--- config.mk ---
export PLATFORM = sky130hd
export DESIGN_NAME = run_launcher_flat
export DESIGN_NICKNAME = d
export VERILOG_FILES = /design/src/rtl/run_pkg.sv /design/src/rtl/run_launcher_if.sv /design/src/rtl/run_cycle_counter.sv /design/src/rtl/run_launcher.sv /design/src/flat_wrapper.sv
export SDC_FILE = /design/constraint.sdc
export NUM_CORES = 1
export LEC_CHECK = 0
export CORE_AREA = 10 10 62 64
export CTS_BUF_LIST = sky130_fd_sc_hd__clkbuf_4 sky130_fd_sc_hd__clkbuf_8 sky130_fd_sc_hd__clkbuf_16
export DETAILED_ROUTE_END_ITERATION = 12
export DIE_AREA = 0 0 72 74
export MAX_ROUTING_LAYER = met4
export PLACE_DENSITY = 0.82
export SKIP_CTS_REPAIR_TIMING = 1
export SYNTH_ARGS = -nofsm -noshare
export SYNTH_HDL_FRONTEND = slang
export SYNTH_SLANG_ARGS = --single-unit
--- constraint.sdc ---
create_clock -name clk -period 2.5 [get_ports clk]
set_clock_uncertainty 0.15 [all_clocks]
set_input_delay 0.5 -clock clk [delete_from_list [all_inputs] [get_ports clk]]
set_output_delay 0.5 -clock clk [all_outputs]
set_load 0.01 [all_outputs]
--- src/rtl/run_pkg.sv ---
// Shared types and default register-file geometry for the run launcher and its neighbours.
package run_pkg;

    localparam int unsigned RUN_NUM_REGS = 16;
    localparam int unsigned RUN_DATA_W   = 8;

    typedef enum logic [2:0] {
        IDLE,
        LAUNCH,
        WAIT_ACK,
        DUMP,
        FINISH
    } run_state_t;

endpackage

--- src/rtl/run_launcher_if.sv ---
// Launcher <-> processor/consumer signal bundle: Go/Start/Ack control, register-file read port, dump stream.
interface run_launcher_if
    import run_pkg::*;
#(
    parameter int unsigned NUM_REGS = RUN_NUM_REGS,
    parameter int unsigned DATA_W   = RUN_DATA_W
);
    localparam int unsigned IDX_W = $clog2(NUM_REGS);

    logic              go;
    logic              start;
    logic              ack;
    logic [IDX_W-1:0]  rf_addr;
    logic [DATA_W-1:0] rf_data;
    logic [DATA_W-1:0] dump_data;
    logic [IDX_W-1:0]  dump_idx;
    logic              dump_valid;
    logic              dump_ready;
    logic              busy;
    logic              done;
    logic              timed_out;

    modport master (
        input  go, ack, rf_data, dump_ready,
        output start, rf_addr, dump_data, dump_idx, dump_valid, busy, done, timed_out
    );

    modport slave (
        output go, ack, rf_data, dump_ready,
        input  start, rf_addr, dump_data, dump_idx, dump_valid, busy, done, timed_out
    );

endinterface

--- src/rtl/run_cycle_counter.sv ---
// Loadable up-counter with clear/enable and a terminal-value compare, used for the launch and timeout phases.
module run_cycle_counter #(
    parameter int unsigned W = 4
) (
    input  logic         clk,
    input  logic         rst_n,
    input  logic         clr_i,
    input  logic         en_i,
    input  logic         load_i,
    input  logic [W-1:0] load_val_i,
    input  logic [W-1:0] term_val_i,
    output logic         term_c_o
);

    logic [W-1:0] count_q, count_d;

    // Clear has priority so the counter always starts from zero on state entry
    always_comb begin
        count_d = count_q;
        if (clr_i) begin
            count_d = '0;
        end else if (load_i) begin
            count_d = load_val_i;
        end else if (en_i) begin
            count_d = count_q + W'(1);
        end
    end

    always_ff @(posedge clk or negedge rst_n) begin
        if (!rst_n) begin
            count_q <= '0;
        end else begin
            count_q <= count_d;
        end
    end

    assign term_c_o = (count_q == term_val_i);

endmodule

--- src/rtl/run_launcher.sv ---
// Host-side run initiator: pulses Start, waits for Ack under a timeout, then streams the register file out.
module run_launcher
    import run_pkg::*;
#(
    parameter int unsigned NUM_REGS     = RUN_NUM_REGS,
    parameter int unsigned DATA_W       = RUN_DATA_W,
    parameter int unsigned START_CYCLES = 1,
    parameter int unsigned TIMEOUT      = 1024
) (
    input logic            clk,
    input logic            rst_n,
    run_launcher_if.master run_io
);

    localparam int unsigned IDX_W = $clog2(NUM_REGS);
    localparam int unsigned LW    = $clog2(START_CYCLES + 1);
    localparam int unsigned TW    = $clog2(TIMEOUT + 1);

    run_state_t        state_q, state_d;
    logic              start_q, start_d;
    logic              valid_q, valid_d;
    logic              busy_q, busy_d;
    logic              done_q, done_d;
    logic              to_q, to_d;
    logic [IDX_W-1:0]  idx_q, idx_d;
    logic              launch_term_c;
    logic              wait_term_c;
    logic              fire_c;
    logic [DATA_W-1:0] data_c;

    run_cycle_counter #(.W(LW)) u_launch_cnt (
        .clk        (clk),
        .rst_n      (rst_n),
        .clr_i      (state_q != LAUNCH),
        .en_i       (state_q == LAUNCH),
        .load_i     (1'b0),
        .load_val_i ('0),
        .term_val_i (LW'(START_CYCLES - 1)),
        .term_c_o   (launch_term_c)
    );

    run_cycle_counter #(.W(TW)) u_wait_cnt (
        .clk        (clk),
        .rst_n      (rst_n),
        .clr_i      (state_q != WAIT_ACK),
        .en_i       (state_q == WAIT_ACK),
        .load_i     (1'b0),
        .load_val_i ('0),
        .term_val_i (TW'(TIMEOUT - 1)),
        .term_c_o   (wait_term_c)
    );

    // DumpValid is high for exactly the DUMP cycles, so state alone qualifies a transfer
    assign fire_c = (state_q == DUMP) && run_io.dump_ready;

    always_ff @(posedge clk or negedge rst_n) begin
        if (!rst_n) begin
            state_q <= IDLE;
        end else begin
            state_q <= state_d;
        end
    end

    // Ack in WAIT_ACK beats the timeout on the final cycle
    always_comb begin
        state_d = state_q;
        case (state_q)
            IDLE:     if (run_io.go) state_d = LAUNCH;
            LAUNCH:   if (launch_term_c) state_d = WAIT_ACK;
            WAIT_ACK: begin
                if (run_io.ack) begin
                    state_d = DUMP;
                end else if (wait_term_c) begin
                    state_d = FINISH;
                end
            end
            DUMP:     if (fire_c && (idx_q == IDX_W'(NUM_REGS - 1))) state_d = FINISH;
            FINISH:   state_d = IDLE;
            default:  state_d = IDLE;
        endcase
    end

    // Done trails FINISH by a cycle, landing on the first IDLE cycle
    always_comb begin
        start_d = (state_d == LAUNCH);
        valid_d = (state_d == DUMP);
        busy_d  = (state_d != IDLE);
        done_d  = (state_q == FINISH);
        to_d    = to_q;
        idx_d   = idx_q;
        if ((state_q == IDLE) && run_io.go) begin
            to_d = 1'b0;
        end
        if ((state_q == WAIT_ACK) && !run_io.ack && wait_term_c) begin
            to_d = 1'b1;
        end
        if (fire_c) begin
            idx_d = idx_q + IDX_W'(1);
        end
    end

    always_ff @(posedge clk or negedge rst_n) begin
        if (!rst_n) begin
            start_q <= 1'b0;
            valid_q <= 1'b0;
            busy_q  <= 1'b0;
            done_q  <= 1'b0;
            to_q    <= 1'b0;
            idx_q   <= '0;
        end else begin
            start_q <= start_d;
            valid_q <= valid_d;
            busy_q  <= busy_d;
            done_q  <= done_d;
            to_q    <= to_d;
            idx_q   <= idx_d;
        end
    end

    assign data_c            = run_io.rf_data;
    assign run_io.dump_data  = data_c;
    assign run_io.start      = start_q;
    assign run_io.dump_valid = valid_q;
    assign run_io.busy       = busy_q;
    assign run_io.done       = done_q;
    assign run_io.timed_out  = to_q;
    assign run_io.rf_addr    = idx_q;
    assign run_io.dump_idx   = idx_q;

endmodule

--- src/flat_wrapper.sv ---
// flat-port wrapper written by rule: the top's interface ports become plain ports
module run_launcher_flat import run_pkg::*;
#(
    parameter int unsigned NUM_REGS     = RUN_NUM_REGS,
    parameter int unsigned DATA_W       = RUN_DATA_W,
    parameter int unsigned START_CYCLES = 1,
    parameter int unsigned TIMEOUT      = 1024
)
  (clk, rst_n, run_io_go, run_io_ack, run_io_rf_data, run_io_dump_ready, run_io_start, run_io_rf_addr, run_io_dump_data, run_io_dump_idx, run_io_dump_valid, run_io_busy, run_io_done, run_io_timed_out);
  run_launcher_if #(.NUM_REGS(NUM_REGS), .DATA_W(DATA_W)) run_io_i ();
  input logic clk;
  input logic rst_n;
  input wire logic [$bits(run_io_i.go)-1:0] run_io_go;
  input wire logic [$bits(run_io_i.ack)-1:0] run_io_ack;
  input wire logic [$bits(run_io_i.rf_data)-1:0] run_io_rf_data;
  input wire logic [$bits(run_io_i.dump_ready)-1:0] run_io_dump_ready;
  output wire logic [$bits(run_io_i.start)-1:0] run_io_start;
  output wire logic [$bits(run_io_i.rf_addr)-1:0] run_io_rf_addr;
  output wire logic [$bits(run_io_i.dump_data)-1:0] run_io_dump_data;
  output wire logic [$bits(run_io_i.dump_idx)-1:0] run_io_dump_idx;
  output wire logic [$bits(run_io_i.dump_valid)-1:0] run_io_dump_valid;
  output wire logic [$bits(run_io_i.busy)-1:0] run_io_busy;
  output wire logic [$bits(run_io_i.done)-1:0] run_io_done;
  output wire logic [$bits(run_io_i.timed_out)-1:0] run_io_timed_out;
  assign run_io_i.go = run_io_go;
  assign run_io_i.ack = run_io_ack;
  assign run_io_i.rf_data = run_io_rf_data;
  assign run_io_i.dump_ready = run_io_dump_ready;
  assign run_io_start = run_io_i.start;
  assign run_io_rf_addr = run_io_i.rf_addr;
  assign run_io_dump_data = run_io_i.dump_data;
  assign run_io_dump_idx = run_io_i.dump_idx;
  assign run_io_dump_valid = run_io_i.dump_valid;
  assign run_io_busy = run_io_i.busy;
  assign run_io_done = run_io_i.done;
  assign run_io_timed_out = run_io_i.timed_out;
  run_launcher #(.NUM_REGS(NUM_REGS), .DATA_W(DATA_W), .START_CYCLES(START_CYCLES), .TIMEOUT(TIMEOUT)) u_core (.clk(clk), .rst_n(rst_n), .run_io(run_io_i));
endmodule
== After elaboration in Yosys (flattened, before gate mapping) ==
Cells that the tools add are included.

* Add/sub/neg operators: 3
* $mul: 0
* Div/mod/pow operators: 0
* Order comparisons: 0
* Eq/ne operators: 10
* Shift operators: 0
* Mux-type cells: 12
* Bitwise gates (word level): 0
* Reduce and logical (&&, ||, !) cells: 11

{| class="wikitable"
|+ Operators by type and width
! cell !! number
|-
| 2-to-1 mux 11 bit || 2
|-
| 2-to-1 mux 3 bit || 5
|-
| case mux 3 bit (4 select lines) || 1
|-
| adder 11 x 1 -> 11 bit, second input constant || 1
|-
| equality test 11 x 10 -> 1 bit, second input constant || 1
|-
| equality test 3 x 2 -> 1 bit, second input constant || 3
|-
| equality test 3 x 1 -> 1 bit, second input constant || 2
|-
| nonzero test 2 bit || 3
|-
| logical AND 1 bit || 5
|-
| adder 4 x 1 -> 4 bit, second input constant || 1
|-
| equality test 4 bit, second input constant || 1
|-
| 2-to-1 mux 1 bit || 4
|-
| equality test 3 bit, second input constant || 1
|-
| logical NOT 3 bit || 1
|-
| != test 3 x 1 -> 1 bit, second input constant || 1
|-
| != test 3 x 2 -> 1 bit, second input constant || 1
|-
| nonzero test 3 bit || 1
|-
| adder 1 bit, second input constant || 1
|-
| logical NOT 1 bit || 1
|}

* Register bits: 24
* Bits in latches: 0
* Memory bits (writable): 0
* Memory bits (read-only): 0
* Input port bits: 13
* Output and inout bits: 21
* Logic and storage cells: 45
* Memories: 0

== Longest topological paths before layout ==
Gate-level depths: netlist (run 1).

* Word-level depth: 6
* Depth in mapped cells: 4
* Gate-level depth less buffers: 4

== By module ==
A second synthesis (run 1) with hierarchy kept.

* Cell total of the unflattened synthesis: 157
* Area total of the unflattened synthesis: 1500.2 um^2

{| class="wikitable"
|+ By module, submodules not included
! module !! times used !! cells each !! area an instance (um^2) !! seq. area each (um^2)
|-
| run_cycle_counter at u_core.u_wait_cnt || 1 || 84 || 765.7 || 275.3
|-
| run_launcher || 1 || 67 || 669.4 || 300.3
|-
| run_cycle_counter at u_core.u_launch_cnt || 1 || 6 || 65.1 || 25.0
|}

== Worst setup path after synthesis (run 1) ==
Ideal clock, no wire load.

* Path type: input-to-reg
* Start point: in run_io_ack
* End point: reg u_core.state_q[1]
* Library setup time: 0.120 ns
* Data arrival time: 1.593 ns
* Required time: 2.230 ns
* Slack: 0.637 ns
* Stages on the path: 3
* Buffers on the path: 0
* Cell sequence: or4b_1 or4_4 a31o_1

* Cells in the longest elaborated chain, start to end: 2

{| class="wikitable"
|+ Ends and longest elaborated chain
! element !! RTL line !! text
|-
| start: declaration || flat_wrapper.sv:14 || <nowiki>input wire logic [$bits(run_io_i.ack)-1:0] run_io_ack;</nowiki>
|-
| 2-to-1 mux 3 bit || run_launcher.sv:71 || <nowiki>if (run_io.ack) begin</nowiki>
|-
| case mux 3 bit (4 select lines) || run_launcher.sv:67 || <nowiki>case (state_q)</nowiki>
|-
| named net u_core.state_d[1] || run_launcher.sv:19 || <nowiki>run_state_t state_q, state_d;</nowiki>
|-
| end signal: assignment || run_launcher.sv:60 || <nowiki>state_q <= state_d;</nowiki>
|-
| end: declaration || run_launcher.sv:19 ||
|}

The timed path passes the listed nets, and every way through them passes these cells.
A chain may end at the register's enable or synchronous reset.

== Worst setup path after layout (run 1) ==
Same ends and word-level chain as after synthesis.

==> results.yml, run 1 <==
placed_design:
  portBuffers: 17
  dp_cells: 141
  gp_congestion: 0.8166
  post-dp-hpwl_um: 1632
  dpl_cell_area_um2: 1267
clock_network:
  clk_latency_ps: 300
  htreeDepth: 1
  cts_root_buf: "clkbuf_4"
  clock_path_buffers: 2
  clk_pin_slew_ps: 110
  cts_inserted_buffers: 3
  cts_tree: "built"
  clock_sinks: 24
power_and_ir_drop:
  totalPowerFinal_mw: 1.154
  p_leak_nw: 0.5081
  ir_drop_mv: 0.5454
  p_seq_share_pct: 48.7
  sw_frac_of_total_pct: 33.62
  p_sw_mw: 0.3880
  combinationalPowerShare_pct: 37.8
  power_frac_clock_pct: 13.5
  internal-power_mw: 0.7660
  power_density_nw_per_um2: 894.6
global_route:
  grt_usage_pct: 8.933
  gr-usage-met2_pct: 14.12
  met3_usage_pct: 2.926
  grt_use_met1_pct: 9.629
  grt_start_max_net_pins: 25
  busiest_layer: "met2"
  overflow: 0
  first_global_vias: 810
  antenna_found_initial: 0
  grt_pass1_wl_um: 3774
die:
  core-area_um2: 2663
  die_w_um: 72
  start_util_pct: 43.28
  num_io_pins: 34
  die_area_um2: 5328
  num_rows: 19
  die_h_um: 74
sta:
  setup_tns_ps: 0
  rsz0062_at_grt: "no"
  final-hold-violation-count: 0
  drv_slew: 0
  final-setup-viol-count: 0
  timing.hold.ws_ps: 346.2
  period_share_pct: 81.01
  worst_pin_slew_ps: 600.6
  max-slew-margin-rel_pct: 59.88
  period_needed_ps: 2025
  fmax_mhz: 493.8
setup_path:
  crit_fanout: 3
  end_kind: "flop"
  setup.worst_path.start_class: "input port"
  worstPathArrival_ps: 2070
  rrSetupSlack_ps: 490
  critical_path_class: "input port to flop"
  crit_required_ps: 2550
synth:
  synthCells: 107
  synthArstFlopShare_pct: 100.0
  synthTopCellsByArea: "dfrtp_1 (52%), buf_4 (7.8%), xnor2_1 (3.0%), nand2b_1 (2.7%), nand3_1 (2.6%)"
  ys_types: 31
  synth_top_area_share_pct: 52.12
  ys_seq_area_share_pct: 52.12
  syn_avg_cell_area_um2: 10.77
  synth-edff-count: 0
  ys_warn_count: 0
  syn_nets: 122
  synth_flop_cell: "dfrtp_1"
  synth_seq_cells: 24
  netlist_area_um2: 1152
  synth_top_cell_by_area: "dfrtp_1"
worst_hold_path:
  hold_path.class: "flop to flop"
layout:
  final_nets: 130
  mostFrequentLayoutCell: "dfrtp_1"
  antenna_cells: 0
  drive_gt1_share_pct: 6.195
  final_cells: 144
  fin_area_um2: 1290
  final_cell_mix: "dfrtp_1 (24), clkdlybuf4s50_1 (17), nor2_1 (6), nand3_1 (6)"
  area_growth_pct: 11.94
detailed_routing:
  drt-initial-drc-count: 103
  wire_per_inst_um: 14.97
  first_pass_iters: 5
  via_per_inst: 5.556
  drt_drc_violations_left: 0
  ant_nets: 0
  vias: 800
  wl_um: 2156
job:
  maxCapViolCount: 0
outcome:
  status: "completed"
==> flip-flops by register name (all words and copies together) (netlist names) <==
register                     count
u_core.u_wait_cnt.count_q       11
u_core.state_q                   3
u_core.run_io.dump_valid         1
u_core.run_io.dump_idx           4
u_core.run_io.busy               1
u_core.run_io.start              1
u_core.run_io.done               1
u_core.run_io.timed_out          1
u_core.u_launch_cnt.count_q      1
==> critical path, cell delays in order <==
cell             delay, ps
clkdlybuf4s50_1        420
or4b_1                 480
or4_4                  440
a31o_1                 230
==> synthesized netlist by cell type (2+ instances only) <==
| cell | n |
|---|---|
| buf_4 | 12 |
| and3_1 | 2 |
| xor2_1 | 2 |
| dfrtp_1 | 24 |
| clkbuf_1 | 3 |
| or3_1 | 3 |
| nand3_1 | 6 |
| nor2_1 | 6 |
| a21oi_1 | 5 |
| or4_1 | 2 |
| nand2_1 | 3 |
| nand2b_1 | 5 |
| inv_1 | 2 |
| o41ai_1 | 2 |
| o21ai_0 | 3 |
| o311ai_0 | 2 |
| ha_1 | 2 |
| xnor2_1 | 4 |
| nor3b_1 | 2 |
| nand4_1 | 4 |
| o31ai_1 | 3 |
==> metrics by stage <==
stage,utilization (%),setup slack (ps)
after floorplan,-,636.8
after global placement,47.60,184.9
after detailed placement,47.60,158.3
after CTS,48.45,484.8
after global routing,48.45,422.1
final,48.45,474.9
==> power by group through the flow <==
stage	registers (mW)	logic (mW)	clock network [mW]
after global placement	0.560	0.432	0
final	0.562	0.436	0.156
after global routing	0.579	0.479	0.185
after CTS	0.562	0.446	0.166
after detailed placement	0.570	0.445	0
after floorplan	0.564	0.271	0
==> kinds of logic (layout without fill, tap and decap cells) <==
group / count (synthesis) / after routing / share of synthesized area (%)
flops: 24 / 24 / 52.12
fa+ha+maj: 2 / 2 / 2.171
buf+inv: 17 / 23 / 9.447
simple gates: 38 / 38 / 19.43
mux: 1 / 1 / 0.9771
xor+xnor: 6 / 6 / 4.560
compound gates: 19 / 19 / 11.29
==> per-layer routing <==
metal | wire length, um | part of all wire (%) | up-vias
met5 | 0 | 0 | -
met4 | 41 | 1.9 | 0
met3 | 152 | 7.1 | 2
met2 | 1016 | 47 | 18
met1 | 945 | 44 | 391
li1 | - | - | 389
==> final timing paths <==
kind	start	to	cells after the start
max reg2reg	u_core.state_q[0]	u_core.state_q[1]	3
max	run_io_ack	u_core.state_q[1]	4
min in group asynchronous	rst_n	u_core.run_io.done	2
max in group asynchronous	rst_n	u_core.u_wait_cnt.count_q[5]	2
min	u_core.u_launch_cnt.count_q	u_core.u_launch_cnt.count_q	1
min reg2reg	u_core.u_launch_cnt.count_q	u_core.u_launch_cnt.count_q	1
==> cell type report <==
| type | count | area, um2 |
|---|---|---|
| multi-input cells | 66 | 442.9 |
| flip-flops and latches | 24 | 600.6 |
| clock buffers | 3 | 22.52 |
| fillers | 256 | 1373 |
| inverters | 2 | 7.507 |
| well taps | 31 | 38.79 |
| repair buffers | 18 | 177.7 |
Note: power is estimated with default switching activity, not from simulation.
==> run 2, diff against run 1 <==
==> constraint.sdc (replaced) <==
create_clock -name clk -period 1.95 [get_ports clk]
set_clock_uncertainty 0.15 [all_clocks]
set_input_delay 0.39 -clock clk [delete_from_list [all_inputs] [get_ports clk]]
set_output_delay 0.39 -clock clk [all_outputs]
set_load 0.01 [all_outputs]
==> run 2 against run 1 <==
Cell count grew 3.5%. Die area is the same. Sequential cell count is the same. First-iteration DRC count grew 5.8%. Register-to-register slack lost 400 ps. Largest cell class unchanged. Worst setup slack lost 450 ps. Clock-buffer cell count grew 1. Critical path depth is the same. Non-clock buffer count grew 4. Clock power grew 65%. Sequential power grew 24%. Largest power group unchanged. Sequential share of layout area shrank 1.5 points.
==> results.yml, run 2 (synthesized netlist as in run 1, its figures left out) <==
global_route:
  antenna_found_initial: 0
  first_global_vias: 848
  met3_usage_pct: 1.995
  grt_use_met1_pct: 9.992
  gr-usage-met2_pct: 15.88
  grt_start_max_net_pins: 25
  overflow: 0
  grt_pass1_wl_um: 3926
  busiest_layer: "met2"
  grt_usage_pct: 9.379
sta:
  timing.hold.ws_ps: 270.6
  setup_tns_ps: 0
  rsz0062_at_grt: "no"
  period_needed_ps: 1929
  period_share_pct: 98.90
  fmax_mhz: 518.5
  worst_pin_slew_ps: 477.5
  final-setup-viol-count: 0
  final-hold-violation-count: 0
  max-slew-margin-rel_pct: 67.72
  drv_slew: 0
placed_design:
  dpl_cell_area_um2: 1297
  post-dp-hpwl_um: 1706
  gp_congestion: 0.7359
  portBuffers: 17
layout:
  fillers: 242
  fin_area_um2: 1334
  largest_register_ffs: 11
  final_nets: 134
  area_growth_pct: 15.74
  drive_gt1_share_pct: 10.17
  mostFrequentLayoutCell: "dfrtp_1"
  largest_register: "u_core.u_wait_cnt.count_q"
  antenna_cells: 0
  final_cell_mix: "dfrtp_1 (24), clkdlybuf4s50_1 (17), nor2_1 (6), nand3_1 (6)"
detailed_routing:
  vias: 829
  wire_per_inst_um: 15.44
  first_pass_iters: 4
  wl_um: 2300
  ant_nets: 0
  drt-initial-drc-count: 109
  drt_drc_violations_left: 0
  via_per_inst: 5.564
worst_hold_path:
  hold_path.class: "input port to async pin"
setup_path:
  crit_fanout: 3
  crit_chain: "clkdlybuf4s50_1 > or4b_1 > or4_4 > a31o_1"
  critical_path_class: "input port to flop"
  setup.worst_path.start_class: "input port"
  crit_required_ps: 2010
  worstPathArrival_ps: 1990
  end_kind: "flop"
  critPathSlowestCell: "or4b_1"
  critical-path-max-stage-delay_ps: 490
power_and_ir_drop:
  internal-power_mw: 1.049
  combinationalPowerShare_pct: 39.1
  p_sw_mw: 0.5182
  power_density_nw_per_um2: 1175
  p_seq_share_pct: 44.5
  totalPowerFinal_mw: 1.567
  sw_frac_of_total_pct: 33.07
  p_leak_nw: 0.5333
  power_frac_clock_pct: 16.4
  ir_drop_mv: 0.6334
die:
  die_h_um: 74
  num_rows: 19
  start_util_pct: 43.28
  num_io_pins: 34
  die_w_um: 72
  core-area_um2: 2663
  die_area_um2: 5328
clock_network:
  cts_tree: "built"
  htreeDepth: 1
  clk_pin_slew_ps: 130
  clock_sinks: 24
  clk_latency_ps: 300
  clock_path_buffers: 2
  cts_inserted_buffers: 3
  cts_root_buf: "clkbuf_4"
job:
  maxCapViolCount: 0
outcome:
  status: "completed"
==> run 2: cell type report <==
type	instances	area, um2	share of cell area (%)
tap	31	38.79	2.908
inverter	2	7.507	0.5629
sequential	24	600.6	45.03
timing repair buffer	22	207.7	15.57
multi-input combinational	66	442.9	33.21
clock buffer	4	36.28	2.720
==> run 2: path summary, 6_finish.rpt <==
path	start	end	slack, ps	cells past startpoint
worst min register to register	u_core.u_launch_cnt.count_q	u_core.u_launch_cnt.count_q	330	1
worst max-delay path	run_io_ack	u_core.state_q[1]	20	4
worst min-delay path	rst_n	u_core.run_io.dump_idx[3]	270	2
min in group clk	u_core.u_launch_cnt.count_q	u_core.u_launch_cnt.count_q	330	1
worst max register to register	u_core.state_q[0]	u_core.state_q[1]	90	3
max in group asynchronous	rst_n	u_core.state_q[0]	1140	2
==> run 2: routing by layer <==
layer	up-vias	share of wire (%)	wire, um
met5	-	0	0
met3	2	6.6	152
li1	401	-	-
met2	22	49	1127
met4	0	1.6	36
met1	404	43	985
==> run 2: stage by stage <==
step / util (%) / cells / worst slack [ps]
after floorplan: - / 107 / 168.0
after CTS: 50.09 / 149 / 38.45
after global routing: 50.09 / 149 / 8.305
after detailed placement: 48.73 / 145 / -300.9
final: 50.09 / 149 / 21.40
after global placement: 48.73 / 145 / -254.2
==> run 2: power groups by stage <==
stage	Clock, mW	Sequential, mW	Combinational, mW
2_1_floorplan	0	0.722	0.347
3_3_place_gp	0	0.695	0.607
3_5_place_dp	0	0.709	0.620
4_1_cts	0.271	0.697	0.625
5_1_grt	0.286	0.714	0.671
6_report	0.257	0.697	0.613
==> run 2: critical path: cells and delay by family <==
kind	cells	cell delay (ps)
compound gates	1	240
buf+inv	1	430
simple gates	2	930
==> run 3, diff against run 2 <==
--- a/config.mk
+++ b/config.mk
@@ -5,13 +5,15 @@
 export SDC_FILE = /design/constraint.sdc
 export NUM_CORES = 1
 export LEC_CHECK = 0
-export CORE_AREA = 10 10 62 64
+export CORE_AREA = 10 10 66 68
 export CTS_BUF_LIST = sky130_fd_sc_hd__clkbuf_4 sky130_fd_sc_hd__clkbuf_8 sky130_fd_sc_hd__clkbuf_16
 export DETAILED_ROUTE_END_ITERATION = 12
-export DIE_AREA = 0 0 72 74
+export DIE_AREA = 0 0 76 78
+export GPL_TIMING_DRIVEN = 0
 export MAX_ROUTING_LAYER = met4
-export PLACE_DENSITY = 0.82
+export PLACE_DENSITY = 0.86
 export SKIP_CTS_REPAIR_TIMING = 1
 export SYNTH_ARGS = -nofsm -noshare
 export SYNTH_HDL_FRONTEND = slang
+export SYNTH_HIERARCHICAL = 1
 export SYNTH_SLANG_ARGS = --single-unit
==> run 3 against run 2 <==
The run now ends with negative setup slack left. Sequential power up 23%. Global-route usage up 2.7 points. Synthesized cell count rose by 47%. Cell count rose by 85%. Worst setup slack worse by 38 ps. Cell area rose by 62%. Combinational power is 110% higher. Total power is 61% higher.
==> results.yml, run 3 <==
setup_path:
  crit_fanout: 6
  rrSetupSlack_ps: -20
  cp_common_cell: "buf_6"
  cpLargestDelayFamily: "compound AO/OA/AOI/OAI gates"
  setup.worst_path.start_class: "flop"
  rr_worst_depth: 6
  worstPathArrival_ps: 2040
  crit_required_ps: 2020
  crit_chain: "buf_6 > nor2_4 > nand4_4 > buf_6 > o311a_1 > a221o_1"
  timing.rr.end: "u_core/u_wait_cnt/count_q[7]"
  reg2reg_from: "u_core/state_q[0]"
  critical_path_class: "flop to flop"
  critPathSlowestCell: "dfrtp_1"
  end_kind: "flop"
  path_buf_inv: 2
  critical-path-max-stage-delay_ps: 430
  path_depth: 6
die:
  die_area_um2: 5928
  num_io_pins: 34
  start_util_pct: 47.19
  die_h_um: 78
  die_w_um: 76
  num_rows: 21
  core-area_um2: 3179
synth:
  synthCells: 157
  syn_avg_cell_area_um2: 9.555
  yosysMostFrequentCell: "dfrtp_1"
  synth_flop_cell: "dfrtp_1"
  synth-edff-count: 0
  ys_seq_area_share_pct: 40.03
  netlist_top_cells_count: "dfrtp_1 (24), nor2_1 (15), nand2_1 (14), xnor2_1 (14), buf_4 (13)"
  synth_seq_cells: 24
  synthArstFlopShare_pct: 100.0
  ys_warn_count: 6
  netlist_area_um2: 1500
  synth_top_cell_by_area: "dfrtp_1"
  ys_types: 43
  synthTopCellsByArea: "dfrtp_1 (40%), xnor2_1 (8.2%), buf_4 (6.5%), nor2_1 (3.8%), nand2_1 (3.5%)"
  synth_top_area_share_pct: 40.03
sta:
  timing.hold.ws_ps: 369.6
  fmax_mhz: 508.4
  period_needed_ps: 1967
  fin_ws_ps: -16.90
  drv_slew: 0
  rsz0062_at_grt: "yes"
  worst_pin_slew_ps: 1058
  final-hold-violation-count: 0
  period_share_pct: 100.9
  max-slew-margin-rel_pct: 29.28
  final-setup-viol-count: 3
global_route:
  gr-usage-met2_pct: 21.17
  met3_usage_pct: 1.728
  busiest_layer: "met2"
  grt_start_max_net_pins: 25
  antenna_found_initial: 0
  grt_usage_pct: 12.07
  overflow: 0
  first_global_vias: 1371
  grt_use_met1_pct: 13.10
  grt_pass1_wl_um: 6003
layout:
  fin_util_pct: 67.93
  fin_area_um2: 2160
  final_cell_mix: "conb_1 (31), buf_4 (26), clkdlybuf4s50_1 (21)"
  largest_register_ffs: 11
  mostFrequentLayoutCell: "conb_1"
  antenna_cells: 0
  final_nets: 246
  drive_gt1_share_pct: 23.48
  largest_register: "u_core/u_wait_cnt/count_q"
  area_growth_pct: 43.95
power_and_ir_drop:
  ir_drop_mv: 0.6448
  power_density_nw_per_um2: 1167
  p_leak_nw: 0.9871
  totalPowerFinal_mw: 2.520
outcome:
  status: "finished with violations"
  failed_checks: "negative setup slack"
clock_network:
  cts_inserted_buffers: 3
  clk_latency_ps: 320
  clock_path_buffers: 2
  clock_sinks: 24
  htreeDepth: 1
  cts_tree: "built"
  cts_root_buf: "clkbuf_4"
  clk_pin_slew_ps: 150
worst_hold_path:
  hold_depth: 1
  min_to: "u_core/run_io.dump_idx[0]"
  hold_path.class: "flop to flop"
  min-delay-start: "u_core/run_io.dump_idx[0]"
detailed_routing:
  first_pass_iters: 4
  via_per_inst: 4.775
  ant_nets: 0
  drt_drc_violations_left: 0
  drt-initial-drc-count: 65
  wire_per_inst_um: 13.30
  wl_um: 3671
  vias: 1318
placed_design:
  post-dp-hpwl_um: 2490
  gp_congestion: 0.7699
  portBuffers: 25
  dpl_cell_area_um2: 1932
job:
  maxCapViolCount: 0
-- run 3: cell types whose count changed after synthesis, moves of 3 or more --
cell / previous run / this run
a311oi_1: 0 / 5
nand2_1: 3 / 14
nand3_1: 6 / 3
nor2_1: 6 / 15
nor3_1: 0 / 3
xnor2_1: 4 / 14
xor2_1: 2 / 5
-- run 3: cell type report --
class | count | area [um2]
Fill cell | 229 | 1020
Multi-Input combinational cell | 140 | 912.1
Sequential cell | 24 | 608.1
Timing Repair Buffer | 40 | 389.1
Buffer | 17 | 121.4
Tap cell | 46 | 57.56
Clock inverter | 1 | 30.03
Clock buffer | 3 | 22.52
Inverter | 5 | 18.77
-- run 3: kinds of logic after synthesis --
| group | share of synthesized area [%] |
|---|---|
| AO/OA/AOI/OAI | 12.18 |
| buffers and inverters | 8.923 |
| XOR/XNOR | 12.18 |
| adder cells (fa/ha/maj) | 1.668 |
| AND/OR/NAND/NOR | 23.02 |
| other | 0.5006 |
| flip-flops | 40.03 |
| multiplexers | 1.501 |
-- run 3: through the flow --
step / setup TNS [ps] / setup slack [ps] / cells
6_report: -39.33 / -16.90 / 276
5_1_grt: -198.2 / -55.80 / 276
4_1_cts: -986.2 / -197.5 / 261
3_5_place_dp: -551.8 / -166.3 / 257
3_3_place_gp: -457.1 / -149.6 / 257
2_1_floorplan: 0 / 14.70 / 186
-- run 3: per-layer routing --
layer | routed length, um | vias up | part of all wire [%]
li1 | - | 654 | -
met1 | 1552 | 628 | 42
met2 | 1919 | 34 | 52
met3 | 165 | 2 | 4.5
met4 | 34 | 0 | 0.93
met5 | 0 | - | 0
-- run 3: how the worst max path moves through the flow --
stage / start / endpoint / slack (ps)
after global routing: u_core/state_q[0] / u_core/u_wait_cnt/count_q[9] / -60
after CTS: u_core/state_q[2] / u_core/u_wait_cnt/count_q[8] / -200
after detailed placement: u_core/state_q[2] / u_core/u_wait_cnt/count_q[10] / -170
final: u_core/state_q[0] / u_core/u_wait_cnt/count_q[7] / -20
after floorplan: u_core/state_q[2] / u_core/u_wait_cnt/count_q[9] / 10
after global placement: u_core/state_q[2] / u_core/u_wait_cnt/count_q[8] / -150
-- run 3: report_power, final --
group / total, mW / switching, mW / internal [mW]
sequential: 0.858 / 0.195 / 0.663
clock: 0.374 / 0.166 / 0.208
combinational: 1.29 / 0.565 / 0.723
-- run 3: worst register-to-register path, stage by stage, from the launching register on --
cell,delay [ps]
dfrtp_1,430
buf_6,140
nor2_4,210
nand4_4,160
buf_6,160
o311a_1,340
a221o_1,260
